**config.mk**
```make
export PLATFORM = sky130hd
export DESIGN_NAME = apb_master
export DESIGN_NICKNAME = d
export VERILOG_FILES = /design/src/rtl/apb_master_pkg.sv /design/src/rtl/apb_timeout_ctr.sv /design/src/rtl/apb_master.sv
export SDC_FILE = /design/constraint.sdc
export NUM_CORES = 1
export LEC_CHECK = 0
export ABC_AREA = 1
export CAP_MARGIN = 20
export CORE_MARGIN = 3
export CORE_UTILIZATION = 35
export DETAILED_ROUTE_END_ITERATION = 10
export HOLD_SLACK_MARGIN = 0.1
export PLACE_DENSITY_LB_ADDON = 0.3
export SYNTH_ARGS = -nofsm -noshare
export SYNTH_HDL_FRONTEND = slang
export SYNTH_SLANG_ARGS = --single-unit
export TNS_END_PERCENT = 1
```
**constraint.sdc**
```tcl
create_clock -name PCLK -period 1.6 [get_ports PCLK]
set_input_delay 0.24 -clock PCLK [delete_from_list [all_inputs] [get_ports PCLK]]
set_output_delay 0.24 -clock PCLK [all_outputs]
set_load 0.02 [all_outputs]
```
**src/rtl/apb_master_pkg.sv**
```systemverilog
// apb_master_pkg: shared state encoding, debug-bus and response-status bit positions
package apb_master_pkg;
  typedef enum logic [3:0] {
    IDLE   = 4'b0001,
    SETUP  = 4'b0010,
    ACCESS = 4'b0100,
    RESP   = 4'b1000
  } state_t;
  localparam int TPS_HIT       = 4;
  localparam int TPS_STATE_MSB = 3;
  localparam int TPS_STATE_LSB = 0;
  localparam int RSP_ERR       = 0;
  localparam int RSP_TIMEOUT   = 1;
  localparam int RSP_STATUS_W  = 2;
endpackage

```
**src/rtl/apb_timeout_ctr.sv**
```systemverilog
// apb_timeout_ctr: counts wait-state cycles and flags the last allowed one
module apb_timeout_ctr #(
  parameter int TIMEOUT_CYCLES = 255
) (
  input  logic clk,
  input  logic rst,
  input  logic clr,
  input  logic en,
  output logic hit
);
  localparam int W = TIMEOUT_CYCLES > 1 ? $clog2(TIMEOUT_CYCLES) : 1;
  logic [W-1:0] cnt;
  always_ff @(posedge clk) begin
    if (rst || clr) cnt <= '0;
    else if (en) cnt <= cnt + 1'b1;
  end
  assign hit = (TIMEOUT_CYCLES != 0) && (cnt == W'(TIMEOUT_CYCLES - 1));
endmodule

```
**src/rtl/apb_master.sv**
```systemverilog
// apb_master: single-outstanding APB initiator with valid/ready command and response
module apb_master
  import apb_master_pkg::*;
#(
  parameter int ADDR_W         = 8,
  parameter int DATA_W         = 32,
  parameter int TIMEOUT_CYCLES = 255
) (
  input  logic              PCLK,
  input  logic              PRESETN,
  input  logic              cmd_valid,
  output logic              cmd_ready,
  input  logic              cmd_write,
  input  logic [ADDR_W-1:0] cmd_addr,
  input  logic [DATA_W-1:0] cmd_wdata,
  output logic              rsp_valid,
  input  logic              rsp_ready,
  output logic [DATA_W-1:0] rsp_rdata,
  output logic              rsp_err,
  output logic              rsp_timeout,
  output logic              PSEL,
  output logic              PENABLE,
  output logic              PWRITE,
  output logic [ADDR_W-1:0] PADDR,
  output logic [DATA_W-1:0] PWDATA,
  input  logic [DATA_W-1:0] PRDATA,
  input  logic              PREADY,
  input  logic              PSLVERR,
  output logic [4:0]        TPS
);
  state_t state, state_nx;
  logic hit;
  logic [RSP_STATUS_W-1:0] rsp_status;
  wire accept = (state == IDLE) && cmd_valid;
  wire finish = (state == ACCESS) && (PREADY || hit);
  apb_timeout_ctr #(.TIMEOUT_CYCLES(TIMEOUT_CYCLES)) u_ctr (
    .clk(PCLK),
    .rst(!PRESETN),
    .clr(accept),
    .en ((state == ACCESS) && !PREADY),
    .hit(hit)
  );
  always_comb begin
    state_nx = state;
    case (state)
      IDLE:    state_nx = cmd_valid ? SETUP : IDLE;
      SETUP:   state_nx = ACCESS;
      ACCESS:  state_nx = (PREADY || hit) ? RESP : ACCESS;
      RESP:    state_nx = rsp_ready ? IDLE : RESP;
      default: state_nx = IDLE;
    endcase
  end
  always_ff @(posedge PCLK) begin
    if (!PRESETN) state <= IDLE;
    else state <= state_nx;
  end
  // APB and response outputs are registered from the next state so they align with it
  always_ff @(posedge PCLK) begin
    if (!PRESETN) begin
      PSEL       <= 1'b0;
      PENABLE    <= 1'b0;
      PWRITE     <= 1'b0;
      PADDR      <= '0;
      PWDATA     <= '0;
      rsp_valid  <= 1'b0;
      rsp_rdata  <= '0;
      rsp_status <= '0;
    end else begin
      PSEL      <= (state_nx == SETUP) || (state_nx == ACCESS);
      PENABLE   <= state_nx == ACCESS;
      rsp_valid <= state_nx == RESP;
      if (accept) begin
        PWRITE <= cmd_write;
        PADDR  <= cmd_addr;
        PWDATA <= cmd_write ? cmd_wdata : '0;
      end
      if (finish) begin
        rsp_rdata               <= (PREADY && !PWRITE) ? PRDATA : '0;
        rsp_status[RSP_ERR]     <= !PREADY || PSLVERR;
        rsp_status[RSP_TIMEOUT] <= !PREADY;
      end
    end
  end
  assign cmd_ready   = state == IDLE;
  assign rsp_err     = rsp_status[RSP_ERR];
  assign rsp_timeout = rsp_status[RSP_TIMEOUT];
  assign TPS[TPS_HIT] = hit && (state == ACCESS);
  assign TPS[TPS_STATE_MSB:TPS_STATE_LSB] = state;
endmodule

```
After elaboration in Yosys (flattened, before gate mapping)
Cells that the tools add are included.
{"block": "word_totals", "register_bits": 90, "latchBits": 0, "ramBits": 0, "rom_bits": 0, "in_bits": 79, "out_inout_bits": 84, "word_cells": 37, "n_memories": 0}
{"block": "classes", "add_sub_neg": 1, "mul": 0, "div": 0, "magnitude_cmp": 0, "n_eq_ne": 8, "shifts": 0, "mux": 6, "bitwise": 0, "reduce_logical": 12}
{"cell": "$mux 32", "count": 2}
{"cell": "$pmux 4 s4", "count": 1}
{"cell": "$add 8x1->8 const B", "count": 1}
{"cell": "$eq 4x2->1 const B", "count": 2}
{"cell": "$eq 4x3->1 const B", "count": 2}
{"cell": "$eq 4x4->1 const B", "count": 2}
{"cell": "$eq 8x8->1 const B", "count": 1}
{"cell": "$mux 4", "count": 2}
{"cell": "$logic_and 1x1->1", "count": 5}
{"cell": "$eq 4x1->1 const B", "count": 1}
{"cell": "$logic_or 1x1->1", "count": 4}
{"cell": "$logic_not 1->1", "count": 3}
{"cell": "$mux 2", "count": 1}

Logic depth before layout (Yosys ltp)
Gate-level depths: netlist (run 1).
{"block": "logic_depth", "depth_word": 6, "mapped_depth": 10, "ltp_nobuf": 9}

Modules after synthesis
Synthesis (run 1) repeated with hierarchy kept, for this count alone.
{"block": "hier_totals", "cells_unflattened": 660, "hier_area_um2": 4222.8}
{"module": "apb_master", "instances": 1, "cells_per_inst": 606, "area_per_inst_um2": 3839.9, "seq_area_each_um2": 1641.6}
{"module": "apb_timeout_ctr", "instances": 1, "cells_per_inst": 54, "area_per_inst_um2": 382.9, "seq_area_each_um2": 160.2}

Worst setup path after synthesis (run 1)
OpenSTA, ideal clock, no wires.
{"block": "synth_timing", "path_type": "reg-to-reg", "start": "register state[0]", "end": "register PWDATA[15]", "setup_ns": 0.121, "arrival_ns": 1.250, "required_time_ns": 1.479, "slack_ns": 0.229, "stages_incl_launch_ff": 10, "path_buffers": 2, "period_less_slack_ns": 1.371, "cell_sequence": "dfxtp_1 -> inv_1 -> nor2_1 -> nand3_2 -> nand2_1 -> inv_2 -> buf_6 -> buf_6 -> nand2_1 -> o21ai_0"}
{"block": "synth_between", "elab_chain_cells": 2}
{"item": "start, declared", "line": "apb_master.sv:31", "rtl": "state_t state, state_nx;"}
{"item": "start signal, assigned", "line": "apb_master.sv:55", "rtl": "else state <= state_nx;"}
{"item": "$eq 4x1->1", "line": "apb_master.sv:34", "rtl": "wire accept = (state == IDLE) && cmd_valid;"}
{"item": "$logic_and 1x1->1", "line": "apb_master.sv:34"}
{"item": "end signal, assigned", "line": "apb_master.sv:75", "rtl": "PWDATA <= cmd_write ? cmd_wdata : '0;"}
{"item": "end, declared", "line": "apb_master.sv:25", "rtl": "output logic [DATA_W-1:0] PWDATA,"}
Every way passes these cells.
A chain may end at the register's enable or synchronous reset.

Final worst setup path (run 1)
{"block": "layout_timing", "start": "register PWDATA[25]", "end": "output PWDATA[25]"}
No word-level cell between the ends.

==> impl_metrics.env, run 1 <==
export IMPL_clockBufferDepth=2
export IMPL_deepest_level_of_the_cts_h_tree=3
export IMPL_path_cells="clkdlybuf4s50_1"
export IMPL_syn_area_mm2=0.00383
export IMPL_die_area_mm2=0.0122
export IMPL_clkTransAtPathRegs_ns=0.09
export IMPL_timing_critical_path_slowest_stage_cell="sky130_fd_sc_hd__clkdlybuf4s50_1"
export IMPL_finalWorstPathRequiredPeriod_ns=1.56
export IMPL_prevailing_post_synth_register_cell="sky130_fd_sc_hd__dfxtp_1"
export IMPL_first_global_vias=3680
export IMPL_post_route_fraction_of_the_period_consumed_by_the_critical_path=0.974
export IMPL_crit_path_end_kind="primary output"
export IMPL_fin_hold_ws_ns=0.430
export IMPL_ys_async_sr_fraction=0
export IMPL_die_height_um=111
export IMPL_dp_hpwl_um=7360
export IMPL_grt_first_pass_wirelength_um=17200
export IMPL_max_slew_violations=0
export IMPL_worstRegToRegCells=9
export IMPL_worst_path_dominant_cell_family="buffers and inverters"
export IMPL_syn_mean_instance_area_um2=7.60
export IMPL_worst_slew_margin_relative_to_its_limit=0.750
export IMPL_insertion_delay_ns=0.35
export IMPL_finish_instance_area_mm2=0.00606
export IMPL_setup_worst_path_start_class="flop"
export IMPL_tightestPinTransition_ns=0.375
export IMPL_drt_wl_total_um=10100
export IMPL_cts_sink_count=90
export IMPL_outcome="completed"
export IMPL_drcViolationCount=0
export IMPL_ys_seq_elements=90
export IMPL_regToRegStartpoint="u_ctr.cnt[0]$_SDFFE_PP0P_"
export IMPL_grt_start_max_net_pins=35
export IMPL_critical_path_maximum_fanout=2
export IMPL_timing_final_hold_violations=0
export IMPL_yosysWarnings=0
export IMPL_critical_path_n_buffers_inverters=1
export IMPL_holdCritStartpoint="cmd_addr[0]"
export IMPL_wl_per_cell_um=12.1
export IMPL_p_leak_nw=3.34
export IMPL_crit_path_max_incr_delay_ns=0.61
export IMPL_vias_per_cell=4.45
export IMPL_placed_cells=811
export IMPL_drtPass1Iterations=4
export IMPL_worst_ep_required_time_ns=1.36
export IMPL_setup_viol_count_final=0
export IMPL_detail_route_iter0_violations=188
export IMPL_final_util=0.580
export IMPL_yosysUniqueCellTypes=29
export IMPL_syn_to_final_growth_pct=58.3
export IMPL_unrepaired_setup_endpoints_after_global_routing="true"
export IMPL_synthesis_instances=504
export IMPL_core_area_mm2=0.0105
export IMPL_floorplan_die_width_um=111
export IMPL_globalRoute_totalOverflow=0
export IMPL_routabilityCongestion=0.831
export IMPL_criticalPathCategory="reg2out"
export IMPL_antennaDiodeCount=0
export IMPL_max_freq_ghz=0.642
export IMPL_layoutNonFillerInstCount=828
export IMPL_cp_arrival_ns=1.32
export IMPL_postRouteAntennaNets=0
export IMPL_nNetsFinal=768
export IMPL_power_density_cell_area_mw_per_mm2=780
export IMPL_synth_seq_area_share=0.470
export IMPL_vias=3682
export IMPL_vdd_ir_drop_worst_v=0.000568
export IMPL_worst_hold_path_num_cells=3
export IMPL_row_count=37
export IMPL_setup_slack_on_the_worst_flop_to_flop_path_ns=0.12
export IMPL_synth_net_count=585
export IMPL_hold_ep="PADDR[0]$_SDFFE_PN0P_"
export IMPL_start_util=0.366
export IMPL_portBuffers=162
export IMPL_r2r_end="rsp_rdata[12]$_SDFFE_PN0P_"
export IMPL_postPlaceCellArea_mm2=0.00572
export IMPL_clock_tree_root_cell="sky130_fd_sc_hd__clkbuf_8"
export IMPL_worst_hold_path_type="in2reg"
export IMPL_antenna_violations_before_repair=0
export IMPL_synth_edf_count=0
export IMPL_drv_max_cap_violation_count=0
export IMPL_ios=163
export IMPL_cts_bufs_inserted=9
export IMPL_cts_tree="yes"
export IMPL_track_usage=0.164
export IMPL_post_route_cells_drive_above_1_share=0.134
export IMPL_finClkSkew_ns=0.0120
-- state kept, by name (all words and copies together), names as in the netlist, 2 cells and up --
register / count
rsp_rdata: 32
rsp_status: 2
PWDATA: 32
state: 4
u_ctr.cnt: 8
PADDR: 8
-- layout by cell type, fill, tap and decap left out, types with 2 or more instances in the layout --
cell / n
sky130_fd_sc_hd__clkdlybuf4s50_1: 120
sky130_fd_sc_hd__nand2_1: 116
sky130_fd_sc_hd__dfxtp_1: 88
sky130_fd_sc_hd__inv_1: 83
sky130_fd_sc_hd__nor2_1: 42
sky130_fd_sc_hd__dlymetal6s2s_1: 35
sky130_fd_sc_hd__a21oi_1: 32
sky130_fd_sc_hd__buf_4: 29
sky130_fd_sc_hd__nand3_1: 27
sky130_fd_sc_hd__o21ai_0: 22
sky130_fd_sc_hd__o21ai_1: 17
sky130_fd_sc_hd__nand3_2: 13
sky130_fd_sc_hd__clkbuf_8: 9
sky130_fd_sc_hd__a21oi_2: 6
sky130_fd_sc_hd__nor2_2: 5
sky130_fd_sc_hd__dlygate4sd2_1: 5
sky130_fd_sc_hd__buf_12: 5
sky130_fd_sc_hd__nand4_1: 4
sky130_fd_sc_hd__inv_2: 3
sky130_fd_sc_hd__nand2_4: 3
sky130_fd_sc_hd__clkbuf_1: 3
sky130_fd_sc_hd__nand2_2: 2
sky130_fd_sc_hd__nor2_4: 2
sky130_fd_sc_hd__clkinvlp_4: 2
sky130_fd_sc_hd__or2_2: 2
sky130_fd_sc_hd__nor3_1: 2
sky130_fd_sc_hd__a21boi_1: 2
sky130_fd_sc_hd__bufinv_16: 2
sky130_fd_sc_hd__dfxtp_2: 2
-- report_power, final --
part / internal [mW] / total (mW) / switching (mW)
logic: 0.379 / 0.712 / 0.334
registers: 2.31 / 2.34 / 0.0361
clock network: 0.886 / 1.67 / 0.785
-- per-stage QoR --
step / TNS (ns) / worst slack (ns) / power, mW
after floorplan: 0 / 0.229 / 2.69
after global placement: -0.126 / -0.126 / 3.12
after detailed placement: -0.523 / -0.149 / 3.13
after CTS: -0.0576 / -0.0576 / 4.81
after global routing: -0.0635 / -0.0459 / 4.95
final: 0 / 0.0413 / 4.73
-- Yosys cell counts, types with 2 or more instances --
master / count / area, µm²
sky130_fd_sc_hd__nand2_1: 117 / 439
sky130_fd_sc_hd__a21oi_2: 6 / 52.6
sky130_fd_sc_hd__nor2_1: 43 / 161
sky130_fd_sc_hd__buf_6: 14 / 158
sky130_fd_sc_hd__inv_2: 2 / 7.51
sky130_fd_sc_hd__nand4_1: 4 / 25.0
sky130_fd_sc_hd__nand2_2: 2 / 12.5
sky130_fd_sc_hd__or2_2: 2 / 12.5
sky130_fd_sc_hd__o21ai_0: 22 / 110
sky130_fd_sc_hd__nand3_2: 13 / 130
sky130_fd_sc_hd__nor3_1: 2 / 10.0
sky130_fd_sc_hd__ha_1: 2 / 25.0
sky130_fd_sc_hd__nand3_1: 27 / 135
sky130_fd_sc_hd__o21ai_1: 17 / 85.1
sky130_fd_sc_hd__buf_2: 5 / 25.0
sky130_fd_sc_hd__dfxtp_1: 90 / 1800
sky130_fd_sc_hd__nand2_4: 3 / 33.8
sky130_fd_sc_hd__a21oi_1: 32 / 160
sky130_fd_sc_hd__clkbuf_1: 2 / 7.51
sky130_fd_sc_hd__inv_1: 85 / 319
sky130_fd_sc_hd__nor2_2: 5 / 31.3
sky130_fd_sc_hd__a21boi_1: 2 / 15.0
-- worst min-delay path: cells and delay by family --
kind | cells | cell delay, ns
buf+inv | 1 | 0.39
simple gates | 2 | 0.10
-- metal layers --
metal | global-route usage | wire (µm) | part of all wire
met1 | 0.190 | 4260 | 0.42
met2 | 0.292 | 5080 | 0.51
met3 | 0.0532 | 622 | 0.062
met4 | 0.0378 | 95 | 0.0094
met5 | 0 | 0 | 0
-- cell type report --
type / count / area (µm²)
multi-input combinational: 302 / 1520
inverter: 88 / 337
fill: 988 / 4400
clock inverter: 4 / 76.3
tap: 136 / 170
clock buffer: 12 / 135
sequential: 90 / 1800
timing repair buffer: 196 / 2020
-- worst max path at each step --
| stage | startpoint | cells after the start | slack (ns) | endpoint |
|---|---|---|---|---|
| after floorplan | state[0]$_SDFF_PN1_ | 9 | 0.23 | PWDATA[15]$_SDFFE_PN0P_ |
| after global placement | u_ctr.cnt[0]$_SDFFE_PP0P_ | 7 | -0.13 | TPS[4] |
| after detailed placement | u_ctr.cnt[0]$_SDFFE_PP0P_ | 7 | -0.15 | TPS[4] |
| after CTS | u_ctr.cnt[0]$_SDFFE_PP0P_ | 7 | -0.06 | TPS[4] |
| after global routing | u_ctr.cnt[0]$_SDFFE_PP0P_ | 7 | -0.05 | TPS[4] |
| final | PWDATA[25]$_SDFFE_PN0P_ | 1 | 0.04 | PWDATA[25] |
-- kinds of logic after synthesis --
group | Yosys count | synth area share
buffers and inverters | 112 | 0.141
DFF | 90 | 0.470
and+or+nand+nor | 221 | 0.271
adders and majority gates | 2 | 0.00653
AOI/OAI and AO/OA | 79 | 0.110
-- timing repair --
action,CTS,global route
pin swaps,0,3
hold buffers,0,0
buffers inserted,0,1
gates resized for setup,15,48
hold endpoints to repair,0,0
endpoints found under the setup margin,8,76
cloned,0,0
Note: power is estimated with default switching activity, not from simulation.
==> inputs of run 2 (changes only) <==
SKIP_CTS_REPAIR_TIMING = 1   (was not set)
==> run 2 against run 1 <==
Net effect: the run now ends with setup timing left; die area unchanged; fmax fell by 3.6%; utilization decreased by 0.17 points; clock power hardly changed; final cell count shrank 0.12%; sequential share of layout area hardly changed; highest routed layer unchanged.
==> impl_metrics.env, run 2 (synthesis results as in run 1) <==
export IMPL_drcViolationCount=0
export IMPL_deepest_level_of_the_cts_h_tree=3
export IMPL_postRouteAntennaNets=0
export IMPL_vdd_ir_drop_worst_v=0.000570
export IMPL_syn_to_final_growth_pct=57.9
export IMPL_drtPass1Iterations=4
export IMPL_ios=163
export IMPL_setup_slack_after_layout_ns=-0.0167
export IMPL_crit_path_end_kind="primary output"
export IMPL_critical_path_maximum_fanout=2
export IMPL_drv_max_cap_violation_count=0
export IMPL_max_slew_violations=0
export IMPL_core_area_mm2=0.0105
export IMPL_worst_slew_margin_relative_to_its_limit=0.747
export IMPL_finClkSkew_ns=0.00973
export IMPL_grt_first_pass_wirelength_um=17200
export IMPL_setup_worst_path_start_class="flop"
export IMPL_first_global_vias=3680
export IMPL_post_route_cells_drive_above_1_share=0.124
export IMPL_grt_start_max_net_pins=35
export IMPL_failing_checks="setup timing"
export IMPL_holdCritStartpoint="cmd_addr[0]"
export IMPL_wl_per_cell_um=12.1
export IMPL_clock_tree_root_cell="sky130_fd_sc_hd__clkbuf_8"
export IMPL_worst_ep_required_time_ns=1.36
export IMPL_insertion_delay_ns=0.35
export IMPL_p_leak_nw=3.38
export IMPL_largest_registers="PWDATA x32, rsp_rdata x32"
export IMPL_regToRegStartpoint="u_ctr.cnt[0]$_SDFFE_PP0P_"
export IMPL_post_route_fraction_of_the_period_consumed_by_the_critical_path=1.01
export IMPL_final_cell_mix="sky130_fd_sc_hd__clkdlybuf4s50_1 (120), sky130_fd_sc_hd__nand2_1 (117), sky130_fd_sc_hd__dfxtp_1 (90), sky130_fd_sc_hd__inv_1 (85), sky130_fd_sc_hd__nor2_1 (42)"
export IMPL_globalRoute_totalOverflow=0
export IMPL_finalWorstPathRequiredPeriod_ns=1.62
export IMPL_cts_sink_count=90
export IMPL_criticalPathCategory="reg2out"
export IMPL_start_util=0.366
export IMPL_layout_commonest_cell="sky130_fd_sc_hd__clkdlybuf4s50_1"
export IMPL_dp_hpwl_um=7360
export IMPL_max_freq_ghz=0.619
export IMPL_timing_final_hold_violations=0
export IMPL_portBuffers=162
export IMPL_setup_viol_count_final=1
export IMPL_drt_wl_total_um=10000
export IMPL_row_count=37
export IMPL_worst_setup_path_startpoint="u_ctr.cnt[0]$_SDFFE_PP0P_"
export IMPL_worst_hold_path_type="in2reg"
export IMPL_floorplan_die_width_um=111
export IMPL_die_height_um=111
export IMPL_detail_route_iter0_violations=197
export IMPL_outcome="finished with violations"
export IMPL_antennaDiodeCount=0
export IMPL_cts_bufs_inserted=9
export IMPL_track_usage=0.164
export IMPL_cp_arrival_ns=1.38
export IMPL_power_density_cell_area_mw_per_mm2=782
export IMPL_vias=3681
export IMPL_nNetsFinal=767
export IMPL_final_util=0.578
export IMPL_unrepaired_setup_endpoints_after_global_routing="true"
export IMPL_antenna_violations_before_repair=0
export IMPL_p_total_mw=4.73
export IMPL_clockBufferDepth=2
export IMPL_tightestPinTransition_ns=0.379
export IMPL_cts_tree="yes"
export IMPL_clkTransAtPathRegs_ns=0.08
export IMPL_die_area_mm2=0.0122
export IMPL_vias_per_cell=4.45
export IMPL_routabilityCongestion=0.831
==> run 2: stage by stage <==
step / worst slack (ns) / cells / TNS (ns) / instance area (µm²) / hold slack (ns)
after global routing: -0.160 / 827 / -1.18 / 6050 / 0.419
after floorplan: 0.229 / 504 / 0 / 3830 / 0.343
after CTS: -0.551 / 827 / -1.52 / 5930 / 0.402
after detailed placement: -0.149 / 811 / -0.523 / 5720 / 0.444
final: -0.0167 / 827 / -0.0167 / 6050 / 0.430
after global placement: -0.126 / 811 / -0.126 / 5720 / 0.436
==> run 2: path summary, 6_finish.rpt <==
| path | endpoint | slack [ns] | cells after the start |
|---|---|---|---|
| worst max-delay path | TPS[4] | -0.02 | 7 |
| worst max register to register | rsp_rdata[24]$_SDFFE_PN0P_ | 0.06 | 9 |
| worst min-delay path | PADDR[0]$_SDFFE_PN0P_ | 0.43 | 3 |
| worst min register to register | PADDR[5]$_SDFFE_PN0P_ | 0.46 | 2 |
==> run 2: layout make-up <==
cell class,count,area [µm²]
multi-input combinational,302,1500
fill,994,4420
clock buffer,12,135
inverter,88,334
tap,136,170
sequential,90,1800
timing repair buffer,195,2020
clock inverter,4,76.3
==> run 2: critical path, stage by stage (launching register included) <==
cell and delay [ns]:
sky130_fd_sc_hd__dfxtp_1 0.32, sky130_fd_sc_hd__inv_1 0.07, sky130_fd_sc_hd__ha_1 0.14, sky130_fd_sc_hd__nand2_1 0.08, sky130_fd_sc_hd__nor2_4 0.12, sky130_fd_sc_hd__nand3_4 0.08
sky130_fd_sc_hd__inv_1 0.08, sky130_fd_sc_hd__buf_4 0.15
==> run 2: power breakdown <==
group / internal, mW / total [mW] / switching (mW)
sequential: 2.31 / 2.34 / 0.0363
clock: 0.886 / 1.67 / 0.783
combinational: 0.382 / 0.715 / 0.333
total: 3.58 / 4.73 / 1.15
==> run 2: metal layers <==
| layer | wire length [µm] | part of all wire | global-route usage |
|---|---|---|---|
| met5 | 0 | 0 | 0 |
| met3 | 640 | 0.064 | 0.0532 |
| met1 | 4200 | 0.42 | 0.190 |
| met2 | 5060 | 0.51 | 0.293 |
| met4 | 95 | 0.0095 | 0.0378 |
==> inputs of run 3 (changes only) <==
CORE_ASPECT_RATIO = 0.75   (was not set)
==> run 3 against run 2 <==
Net effect: clock power up 28%; power up 10%; first-iteration DRC count down 15%; the flow still finishes with violations (setup timing); clock skew down 0.0029 ns; highest routed layer unchanged; utilization up 0.47 points.
==> impl_metrics.env, run 3 (synthesis results as in run 1) <==
export IMPL_critical_path_maximum_fanout=2
export IMPL_clockBufferDepth=2
export IMPL_detail_route_iter0_violations=167
export IMPL_syn_to_final_growth_pct=59.6
export IMPL_dp_hpwl_um=7560
export IMPL_tightestPinTransition_ns=0.383
export IMPL_drt_wl_total_um=10100
export IMPL_clkTransAtPathRegs_ns=0.07
export IMPL_failing_checks="setup timing"
export IMPL_criticalPathCategory="reg2out"
export IMPL_clock_power_share=0.410
export IMPL_worst_hold_path_type="in2reg"
export IMPL_globalRoute_totalOverflow=0
export IMPL_final_cell_mix="sky130_fd_sc_hd__clkdlybuf4s50_1 (154), sky130_fd_sc_hd__nand2_1 (117), sky130_fd_sc_hd__dfxtp_1 (90), sky130_fd_sc_hd__inv_1 (85), sky130_fd_sc_hd__nor2_1 (43)"
export IMPL_power_share_combinational=0.140
export IMPL_setup_worst_path_start_class="flop"
export IMPL_power_density_cell_area_mw_per_mm2=854
export IMPL_vdd_ir_drop_worst_v=0.000608
export IMPL_cts_tree="yes"
export IMPL_outcome="finished with violations"
export IMPL_row_count=32
export IMPL_p_leak_nw=2.86
export IMPL_finClkSkew_ns=0.00683
export IMPL_grt_first_pass_wirelength_um=16300
export IMPL_layout_commonest_cell="sky130_fd_sc_hd__clkdlybuf4s50_1"
export IMPL_max_slew_violations=0
export IMPL_largest_registers="PWDATA x32, rsp_rdata x32"
export IMPL_routabilityCongestion=0.830
export IMPL_postRouteAntennaNets=0
export IMPL_drtPass1Iterations=4
export IMPL_finalWorstPathRequiredPeriod_ns=1.66
export IMPL_first_global_vias=3439
export IMPL_grt_start_max_net_pins=33
export IMPL_cp_arrival_ns=1.42
export IMPL_intPower_mw=3.97
export IMPL_layoutNonFillerInstCount=829
export IMPL_worst_ep_required_time_ns=1.36
export IMPL_unrepaired_setup_endpoints_after_global_routing="true"
export IMPL_core_area_mm2=0.0105
export IMPL_share_seq_of_total_power=0.450
export IMPL_floorplan_die_width_um=127
export IMPL_p_sw_frac=0.239
export IMPL_die_area_mm2=0.0122
export IMPL_max_freq_ghz=0.602
export IMPL_cts_bufs_inserted=9
export IMPL_start_util=0.365
export IMPL_p_switching_mw=1.25
export IMPL_cts_sink_count=90
export IMPL_vias=3681
export IMPL_wl_per_cell_um=12.2
export IMPL_antenna_violations_before_repair=0
export IMPL_clock_tree_root_cell="sky130_fd_sc_hd__clkbuf_16"
export IMPL_fin_hold_ws_ns=0.438
export IMPL_post_route_fraction_of_the_period_consumed_by_the_critical_path=1.04
export IMPL_crit_path_end_kind="primary output"
export IMPL_die_height_um=96.6
export IMPL_p_total_mw=5.22
export IMPL_deepest_level_of_the_cts_h_tree=3
export IMPL_worst_slew_margin_relative_to_its_limit=0.745
export IMPL_vias_per_cell=4.44
export IMPL_antennaDiodeCount=0
export IMPL_portBuffers=162
export IMPL_drcViolationCount=0
export IMPL_ios=163
export IMPL_insertion_delay_ns=0.34
export IMPL_setup_viol_count_final=1
export IMPL_nNetsFinal=769
export IMPL_drv_max_cap_violation_count=0
export IMPL_track_usage=0.164
export IMPL_pre_cts_ws_ns=-0.143
export IMPL_timing_final_hold_violations=0
export IMPL_placed_cells=813
export IMPL_post_route_cells_drive_above_1_share=0.127
export IMPL_setup_slack_after_layout_ns=-0.0624
run 3: cell types whose count changed in the layout (fill, tap and decap cells not counted), moves of 2 or more:
cell and change:
sky130_fd_sc_hd__buf_12 +5, sky130_fd_sc_hd__buf_4 -4, sky130_fd_sc_hd__clkbuf_1 -2, sky130_fd_sc_hd__clkbuf_16 +9
sky130_fd_sc_hd__clkbuf_8 -8, sky130_fd_sc_hd__clkdlybuf4s50_1 +34, sky130_fd_sc_hd__clkinv_4 +2, sky130_fd_sc_hd__dlymetal6s2s_1 -34
run 3: critical path, cell delays in order (launching register included):
cell and delay, ns:
sky130_fd_sc_hd__dfxtp_1 0.31, sky130_fd_sc_hd__inv_1 0.08, sky130_fd_sc_hd__ha_1 0.15, sky130_fd_sc_hd__nand2_1 0.06, sky130_fd_sc_hd__nor2_2 0.15, sky130_fd_sc_hd__nand3_4 0.09
sky130_fd_sc_hd__inv_1 0.09, sky130_fd_sc_hd__clkbuf_2 0.17
run 3: final cells by class:
cell class / instances / area [µm²]
Multi-Input combinational cell: 302 / 1490
Clock inverter: 5 / 63.8
Inverter: 88 / 330
Sequential cell: 90 / 1800
Clock buffer: 11 / 243
Tap cell: 136 / 170
Fill cell: 963 / 4380
Timing Repair Buffer: 197 / 2010
run 3: worst paths after layout:
check	start	to	slack [ns]	depth (start not counted)
min reg2reg	PADDR[5]$_SDFFE_PN0P_	PADDR[5]$_SDFFE_PN0P_	0.45	2
max	u_ctr.cnt[0]$_SDFFE_PP0P_	TPS[4]	-0.06	7
max reg2reg	u_ctr.cnt[0]$_SDFFE_PP0P_	rsp_rdata[13]$_SDFFE_PN0P_	0.06	9
min	cmd_addr[3]	PADDR[3]$_SDFFE_PN0P_	0.44	3
run 3: per-stage QoR:
step / util / TNS [ns] / instance area [µm²]
after floorplan: - / 0 / 3830
after global routing: 0.583 / -0.276 / 6110
after CTS: 0.582 / -1.22 / 6110
after detailed placement: 0.553 / -0.143 / 5800
final: 0.583 / -0.0624 / 6110
after global placement: 0.553 / -0.115 / 5800
run 3: per-layer routing:
| layer | vias to the layer above | wire, µm | GRT usage |
|---|---|---|---|
| met4 | 0 | 176 | 0.0598 |
| met2 | 106 | 4580 | 0.260 |
| met5 | - | 0 | 0 |
| met1 | 1645 | 4410 | 0.198 |
| met3 | 16 | 947 | 0.0764 |
| li1 | 1914 | - | - |
run 3: power groups by stage:
| stage | sequential, mW | clock [mW] | combinational, mW |
|---|---|---|---|
| global route | 2.35 | 2.31 | 0.787 |
| finish | 2.35 | 2.14 | 0.728 |
| CTS | 2.35 | 2.24 | 0.745 |
| detailed placement | 2.40 | 0 | 0.740 |
| floorplan | 2.48 | 0 | 0.207 |
| global placement | 2.40 | 0 | 0.736 |
